`config.mk`:
```
export PLATFORM = sky130hd
export DESIGN_NAME = datamover_cmd_sched_flat
export DESIGN_NICKNAME = d
export VERILOG_FILES = /design/src/rtl/datamover_cmd_sched_if.sv /design/src/rtl/datamover_cmd_sched.sv /design/src/flat_wrapper.sv
export SDC_FILE = /design/constraint.sdc
export NUM_CORES = 1
export LEC_CHECK = 0
export BUFFER_PORTS_ARGS = -buffer_cell sky130_fd_sc_hd__buf_2
export CAP_MARGIN = 20
export CORE_ASPECT_RATIO = 1.25
export CORE_MARGIN = 2
export CORE_UTILIZATION = 55
export DETAILED_ROUTE_END_ITERATION = 7
export HOLD_SLACK_MARGIN = 0.1
export PLACE_DENSITY = 0.78
export SYNTH_ARGS = -nofsm -noshare
export SYNTH_HDL_FRONTEND = slang
export SYNTH_SLANG_ARGS = --single-unit
```
`constraint.sdc`:
```
create_clock -name clk -period 10.07 [get_ports clk]
set_input_delay 3.021 -clock clk [delete_from_list [all_inputs] [get_ports clk]]
set_output_delay 3.021 -clock clk [all_outputs]
set_load 0.02 [all_outputs]
```
`src/rtl/datamover_cmd_sched_if.sv`:
```
// Command/status stream pair between the scheduler and one DataMover channel.
// The master side drives commands and accepts statuses; the slave side is the DataMover.
interface datamover_cmd_sched_if;
  logic        cmd_tvalid;
  logic        cmd_tready;
  logic [71:0] cmd_tdata;
  logic        sts_tvalid;
  logic        sts_tready;
  logic [7:0]  sts_tdata;

  modport master (
    output cmd_tvalid, cmd_tdata, sts_tready,
    input  cmd_tready, sts_tvalid, sts_tdata
  );

  modport slave (
    input  cmd_tvalid, cmd_tdata, sts_tready,
    output cmd_tready, sts_tvalid, sts_tdata
  );
endinterface

```
`src/rtl/datamover_cmd_sched.sv`:
```
// Splits a host job into DataMover INCR commands of at most C_MAX_BTT bytes, keeps up to
// C_MAX_OUTST of them in flight, retires statuses and reports done/error/irq.
module datamover_cmd_sched #(
  parameter int C_ADDR_WIDTH = 32,
  parameter int C_LEN_WIDTH  = 32,
  parameter int C_MAX_BTT    = 4096,
  parameter int C_MAX_OUTST  = 4
) (
  input  logic                     clk,
  input  logic                     aresetn,
  datamover_cmd_sched_if.master    dm,
  input  logic                     job_start,
  input  logic [C_ADDR_WIDTH-1:0]  job_addr,
  input  logic [C_LEN_WIDTH-1:0]   job_len,
  input  logic                     job_abort,
  input  logic                     irq_clr,
  output logic                     busy,
  output logic                     done,
  output logic [3:0]               err_flags,
  output logic                     start_dropped,
  output logic                     irq
);

  typedef enum logic [1:0] {S_IDLE, S_ISSUE, S_DRAIN} state_t;

  localparam logic [C_LEN_WIDTH-1:0] MAX_BTT_L   = C_LEN_WIDTH'(C_MAX_BTT);
  localparam logic [3:0]             MAX_OUTST_L = 4'(C_MAX_OUTST);

  state_t                    state_q, state_d;
  logic [C_ADDR_WIDTH-1:0]   addr_q, addr_d;
  logic [C_LEN_WIDTH-1:0]    remaining_q, remaining_d;
  logic [3:0]                tag_issue_q, tag_issue_d;
  logic [3:0]                tag_exp_q, tag_exp_d;
  logic [3:0]                outst_q, outst_d;
  logic                      abort_q, abort_d;
  logic                      cmd_tvalid_q, cmd_tvalid_d;
  logic [71:0]               cmd_tdata_q, cmd_tdata_d;
  logic                      done_q, done_d;
  logic                      irq_q, irq_d;
  logic [3:0]                err_q, err_d;
  logic                      drop_q, drop_d;

  logic                      cmd_acc, cmd_hold, sts_acc;
  logic                      sts_dm_err, sts_tag_bad, issue_ok, eof;
  logic [C_LEN_WIDTH-1:0]    btt;

  always_comb begin
    state_d      = state_q;
    addr_d       = addr_q;
    remaining_d  = remaining_q;
    tag_issue_d  = tag_issue_q;
    tag_exp_d    = tag_exp_q;
    abort_d      = abort_q;
    cmd_tvalid_d = cmd_tvalid_q;
    cmd_tdata_d  = cmd_tdata_q;
    done_d       = 1'b0;
    err_d        = err_q & ~{4{irq_clr}};
    drop_d       = drop_q & ~irq_clr;

    cmd_acc     = cmd_tvalid_q & dm.cmd_tready;
    cmd_hold    = cmd_tvalid_q & ~dm.cmd_tready;
    sts_acc     = dm.sts_tvalid & (outst_q != 4'd0);
    sts_dm_err  = ~dm.sts_tdata[7] | (|dm.sts_tdata[6:4]);
    sts_tag_bad = dm.sts_tdata[3:0] != tag_exp_q;

    // The accepted command's BTT is the amount of the job it consumed.
    if (cmd_acc) begin
      addr_d      = addr_q + C_ADDR_WIDTH'(cmd_tdata_q[22:0]);
      remaining_d = remaining_q - C_LEN_WIDTH'(cmd_tdata_q[22:0]);
      tag_issue_d = tag_issue_q + 4'd1;
    end
    outst_d = outst_q + 4'(cmd_acc) - 4'(sts_acc);

    if (sts_acc) begin
      tag_exp_d = tag_exp_q + 4'd1;
      if (sts_dm_err) begin
        err_d[1] = 1'b1;
        abort_d  = 1'b1;
      end
      if (sts_tag_bad) begin
        err_d[3] = 1'b1;
        abort_d  = 1'b1;
      end
    end

    case (state_q)
      S_IDLE: begin
        if (job_start) begin
          if (job_len == '0) begin
            err_d[0] = 1'b1;
            done_d   = 1'b1;
          end else begin
            state_d     = S_ISSUE;
            addr_d      = job_addr;
            remaining_d = job_len;
            abort_d     = 1'b0;
          end
        end
      end
      S_ISSUE: begin
        if (job_abort) begin
          abort_d  = 1'b1;
          err_d[2] = 1'b1;
        end
        // A presented command must finish its handshake before we stop issuing.
        if (!cmd_hold && ((remaining_d == '0) || abort_d))
          state_d = S_DRAIN;
      end
      S_DRAIN: begin
        if (job_abort)
          err_d[2] = 1'b1;
        if (outst_q == 4'd0) begin
          state_d = S_IDLE;
          done_d  = 1'b1;
          abort_d = 1'b0;
        end
      end
      default: state_d = S_IDLE;
    endcase

    if (job_start && (state_q != S_IDLE))
      drop_d = 1'b1;

    irq_d = (irq_q & ~irq_clr) | done_d;

    btt      = (remaining_d > MAX_BTT_L) ? MAX_BTT_L : remaining_d;
    eof      = (btt == remaining_d);
    issue_ok = (state_d == S_ISSUE) && (remaining_d != '0) &&
               (outst_d < MAX_OUTST_L) && !abort_d;

    if (!cmd_hold) begin
      cmd_tvalid_d = issue_ok;
      cmd_tdata_d  = issue_ok ? {4'b0, tag_issue_d, 32'(addr_d), 1'b0, eof, 6'b0, 1'b1, 23'(btt)}
                              : 72'd0;
    end
  end

  always_ff @(posedge clk or negedge aresetn) begin
    if (!aresetn) begin
      state_q      <= S_IDLE;
      addr_q       <= '0;
      remaining_q  <= '0;
      tag_issue_q  <= '0;
      tag_exp_q    <= '0;
      outst_q      <= '0;
      abort_q      <= 1'b0;
      cmd_tvalid_q <= 1'b0;
      cmd_tdata_q  <= '0;
      done_q       <= 1'b0;
      irq_q        <= 1'b0;
      err_q        <= '0;
      drop_q       <= 1'b0;
    end else begin
      state_q      <= state_d;
      addr_q       <= addr_d;
      remaining_q  <= remaining_d;
      tag_issue_q  <= tag_issue_d;
      tag_exp_q    <= tag_exp_d;
      outst_q      <= outst_d;
      abort_q      <= abort_d;
      cmd_tvalid_q <= cmd_tvalid_d;
      cmd_tdata_q  <= cmd_tdata_d;
      done_q       <= done_d;
      irq_q        <= irq_d;
      err_q        <= err_d;
      drop_q       <= drop_d;
    end
  end

  assign dm.cmd_tvalid = cmd_tvalid_q;
  assign dm.cmd_tdata  = cmd_tdata_q;
  assign dm.sts_tready = (outst_q != 4'd0);
  assign busy          = (state_q != S_IDLE);
  assign done          = done_q;
  assign err_flags     = err_q;
  assign start_dropped = drop_q;
  assign irq           = irq_q;

endmodule

```
`src/flat_wrapper.sv`:
```
// flat-port wrapper written by rule: the top's interface ports become plain ports
module datamover_cmd_sched_flat 
#(
  parameter int C_ADDR_WIDTH = 32,
  parameter int C_LEN_WIDTH  = 32,
  parameter int C_MAX_BTT    = 4096,
  parameter int C_MAX_OUTST  = 4
)
  (clk, aresetn, job_start, job_addr, job_len, job_abort, irq_clr, busy, done, err_flags, start_dropped, irq, dm_cmd_tvalid, dm_cmd_tdata, dm_sts_tready, dm_cmd_tready, dm_sts_tvalid, dm_sts_tdata);
  datamover_cmd_sched_if dm_i ();
  input  logic clk;
  input  logic aresetn;
  input  logic job_start;
  input  logic [C_ADDR_WIDTH-1:0] job_addr;
  input  logic [C_LEN_WIDTH-1:0] job_len;
  input  logic job_abort;
  input  logic irq_clr;
  output logic busy;
  output logic done;
  output logic [3:0] err_flags;
  output logic start_dropped;
  output logic irq;
  output wire logic [$bits(dm_i.cmd_tvalid)-1:0] dm_cmd_tvalid;
  output wire logic [$bits(dm_i.cmd_tdata)-1:0] dm_cmd_tdata;
  output wire logic [$bits(dm_i.sts_tready)-1:0] dm_sts_tready;
  input wire logic [$bits(dm_i.cmd_tready)-1:0] dm_cmd_tready;
  input wire logic [$bits(dm_i.sts_tvalid)-1:0] dm_sts_tvalid;
  input wire logic [$bits(dm_i.sts_tdata)-1:0] dm_sts_tdata;
  assign dm_cmd_tvalid = dm_i.cmd_tvalid;
  assign dm_cmd_tdata = dm_i.cmd_tdata;
  assign dm_sts_tready = dm_i.sts_tready;
  assign dm_i.cmd_tready = dm_cmd_tready;
  assign dm_i.sts_tvalid = dm_sts_tvalid;
  assign dm_i.sts_tdata = dm_sts_tdata;
  datamover_cmd_sched #(.C_ADDR_WIDTH(C_ADDR_WIDTH), .C_LEN_WIDTH(C_LEN_WIDTH), .C_MAX_BTT(C_MAX_BTT), .C_MAX_OUTST(C_MAX_OUTST)) u_core (.clk(clk), .aresetn(aresetn), .dm(dm_i), .job_start(job_start), .job_addr(job_addr), .job_len(job_len), .job_abort(job_abort), .irq_clr(irq_clr), .busy(busy), .done(done), .err_flags(err_flags), .start_dropped(start_dropped), .irq(irq));
endmodule
```
==> results_dict.tcl <==
set metrics [dict create \
    htree_levels 4 \
    post-place-cells 1557 \
    grt_pass1_vias 9739 \
    post_cts_buffers 0 \
    grt_pass1_wl_um 51900 \
    yosysTopAreaCell "dfrtp_1" \
    drc 0 \
    hold_ws_ns 0.470 \
    grt_overflow 0 \
    cp-end-kind "register" \
    finalMaxSlewViolations 0 \
    power-per-cell-area_mw_per_mm2 277 \
    worstHoldPathType "register to register" \
    worstPathRequired_ns 10.34 \
    hold_viol 0 \
    synth-async-reset-ratio 1.00 \
    crit_buf_inv 4 \
    die_y_um 159 \
    root_buffer "clkbuf_16" \
    crit_chain "buf_2, nor4_1, nand4_1, o211ai_1, buf_4, o21ai_0, o21ai_0, inv_1, a2111oi_0, nand4_1, nor4_1, a31o_2, buf_4, o31ai_1" \
    place_ws_ns 2.25 \
    grt_start_max_net_pins 106 \
    yosys_warnings 0 \
    ctsHoldBuffers 0 \
    multi_input_area_mm2 0.00620 \
    coreArea_mm2 0.0188 \
    routed_wl_um 33300 \
    cts_tree "built" \
    worstSetupPathType "primary input to register" \
    cts_buffer_depth 2 \
    critPathTopFamily "compound AO/OA/AOI/OAI gates" \
    antenna_left 0 \
    cpPeakStageDelay_ns 0.83 \
    clock-sinks 147 \
    worst_slew_pin_slew_ns 0.981 \
    dieArea_mm2 0.0203 \
    avgSynthCellArea_um2 8.57 \
    drt_iter0_drc 866 \
    leakage_nw 5.64 \
    firstDrtPassIters 7 \
    drt-vias-per-instance 6.30 \
    die_w_um 128 \
    period_needed_ns 7.49 \
    gp_congestion 0.992 \
    fin_total_pwr_mw 3.31 \
    slowest_stage "a31o_2" \
    antenna_found_initial 0 \
    irDropWorstVdd_mv 0.151 \
    clock.fmax_mhz 133 \
    boundaryPins 161 \
    start_util 0.562 \
    status "finished clean" \
    nFillCells 1665 \
    maxSlewHeadroom 0.346 \
    regArea_mm2 0.00368 \
    fin_ws_ns 2.58 \
    synth_area_leaders "dfrtp_1 35%, ha_1 6.8%, nand2_1 6.2%" \
    clk_pin_slew_ns 0.06 \
    drive_gt1_frac 0.183 \
    synthFlopType "dfrtp_1" \
    insertedDiodeCount 0 \
    syn-cell-area_mm2 0.0105 \
    worst_skew_pair.late_latency_ns 0.43 \
    yosysUniqueCellTypes 92 \
    crit_arrival_ns 7.77 \
    crit_fanout 28 \
    cts_buffers 17 \
    critPathLaunchType "primary input" \
    synth-seq-cells 147 \
    rows 56 \
    fin_crit_sh 0.744 \
    synth_top_cell_area_share 0.349 \
    synth-edff-count 0 \
    synth.yosys.seq_area_share 0.349 \
    fin_worst_skew_ns 0.0110 \
    nNetsFinal 1483 \
    synthCells 1231 \
    setup_viol 0 \
    final_cell_count_no_fill 1589 \
    max_cap_viol_count 0 \
    tns_ns 0 \
    port_buffers 149 \
    routedWlPerCell_um 21.0 \
    num_vias 10000 \
    area_delta_synth_final_pct 13.4 \
    detailed_place_hpwl_um 25100 \
    track_usage 0.329 \
    grt_setup_unrepaired "false" \
    cts_resized 0 \
]
layout by cell type, fill, tap and decap left out, types with 21 or more instances in the layout:
cell / n
xnor2_1: 34
nor2_1: 105
dfrtp_1: 147
xor2_1: 22
ha_1: 57
a21o_1: 21
buf_2: 148
inv_1: 88
nand3_1: 21
nand2_1: 174
o21ai_0: 64
a21oi_1: 72
worst reg2reg max path: stages, from the launching register on:
cell      delay (ns)
dfrtp_1         0.53
inv_1           0.16
fa_1            0.51
a211oi_4        0.35
nor4_2          0.15
or3_4           0.46
a21oi_1         0.23
xnor2_1         0.17
o311ai_0        0.46
nand4b_1        0.23
nor4_2          0.50
a31o_2          0.88
buf_4           0.43
o31ai_1         0.12
where the power goes:
part | switching (mW) | internal (mW)
clock network | 0.266 | 0.429
logic | 1.11 | 0.587
registers | 0.161 | 0.758
metal layers:
metal	vias up	routed length, um	global-route usage
met4	0	1750	0.169
li1	4618	-	-
met3	101	2160	0.0596
met5	-	0	0
met1	4836	13600	0.414
met2	451	15900	0.538
cells in the mapped netlist (10+ instances only):
library cell,n
o22ai_1,11
inv_1,88
nor2_1,105
o21ai_0,64
xor2_1,22
o21ai_2,19
nand2_1,175
a211oi_1,14
ha_1,57
o211ai_1,18
xnor2_1,34
o31ai_1,10
buf_4,13
o21a_1,20
nor3_1,18
and3_1,12
nand4_1,17
nor4_1,18
mux2i_1,18
a21o_1,21
nand3_1,21
a21oi_1,72
dfrtp_1,147
o31ai_4,10
buf_2,11
clkbuf_1,39
a31oi_1,20
cells by family (layout without fill, tap and decap cells):
| kind of cell | Yosys count | count (layout) | synth area share |
|---|---|---|---|
| other | 1 | 11 | 0.000356 |
| AOI/OAI and AO/OA | 365 | 365 | 0.258 |
| adders and majority gates | 60 | 60 | 0.0733 |
| DFF | 147 | 147 | 0.349 |
| xor gates and xnor gates | 56 | 56 | 0.0465 |
| muxes | 20 | 20 | 0.0192 |
| buffers and inverters | 163 | 279 | 0.0683 |
| and+or+nand+nor | 419 | 419 | 0.185 |
cell type report:
| cell class | instances | share of cell area |
|---|---|---|
| Multi-Input combinational cell | 931 | 0.518 |
| Tap cell | 232 | 0.0243 |
| Sequential cell | 147 | 0.308 |
| Timing Repair Buffer | 159 | 0.0692 |
| Inverter | 88 | 0.0276 |
| Clock inverter | 12 | 0.0148 |
| Clock buffer | 20 | 0.0382 |
metrics by stage:
step / instance area, um^2 / util
floorplan: 10600 / -
global placement: 11300 / 0.603
detailed placement: 11300 / 0.603
CTS: 12000 / 0.637
global route: 12000 / 0.637
finish: 12000 / 0.637
flip-flops by register name (all words and copies together) (netlist names), 2 cells and up:
| signal | flops |
|---|---|
| u_core.dm.cmd_tdata | 61 |
| u_core.addr_q | 32 |
| u_core.remaining_q | 32 |
| u_core.err_flags | 4 |
| u_core.outst_q | 4 |
| u_core.tag_exp_q | 4 |
| u_core.tag_issue_q | 4 |
| u_core.state_q | 2 |
final timing paths:
kind	startpoint	end	slack, ns	depth (start not counted)
worst max register to register	u_core.dm.cmd_tdata[1]	u_core.dm.cmd_tdata[58]	4.74	13
min in group asynchronous	aresetn	u_core.tag_exp_q[1]	2.72	1
max in group asynchronous	aresetn	u_core.remaining_q[11]	6.15	2
worst max-delay path	job_len[17]	u_core.dm.cmd_tdata[58]	2.58	14
worst min register to register	u_core.dm.cmd_tdata[55]	u_core.dm.cmd_tdata[55]	0.47	2
worst min-delay path	u_core.dm.cmd_tdata[55]	u_core.dm.cmd_tdata[55]	0.47	2
No activity file was read; power rests on OpenSTA's default activity.
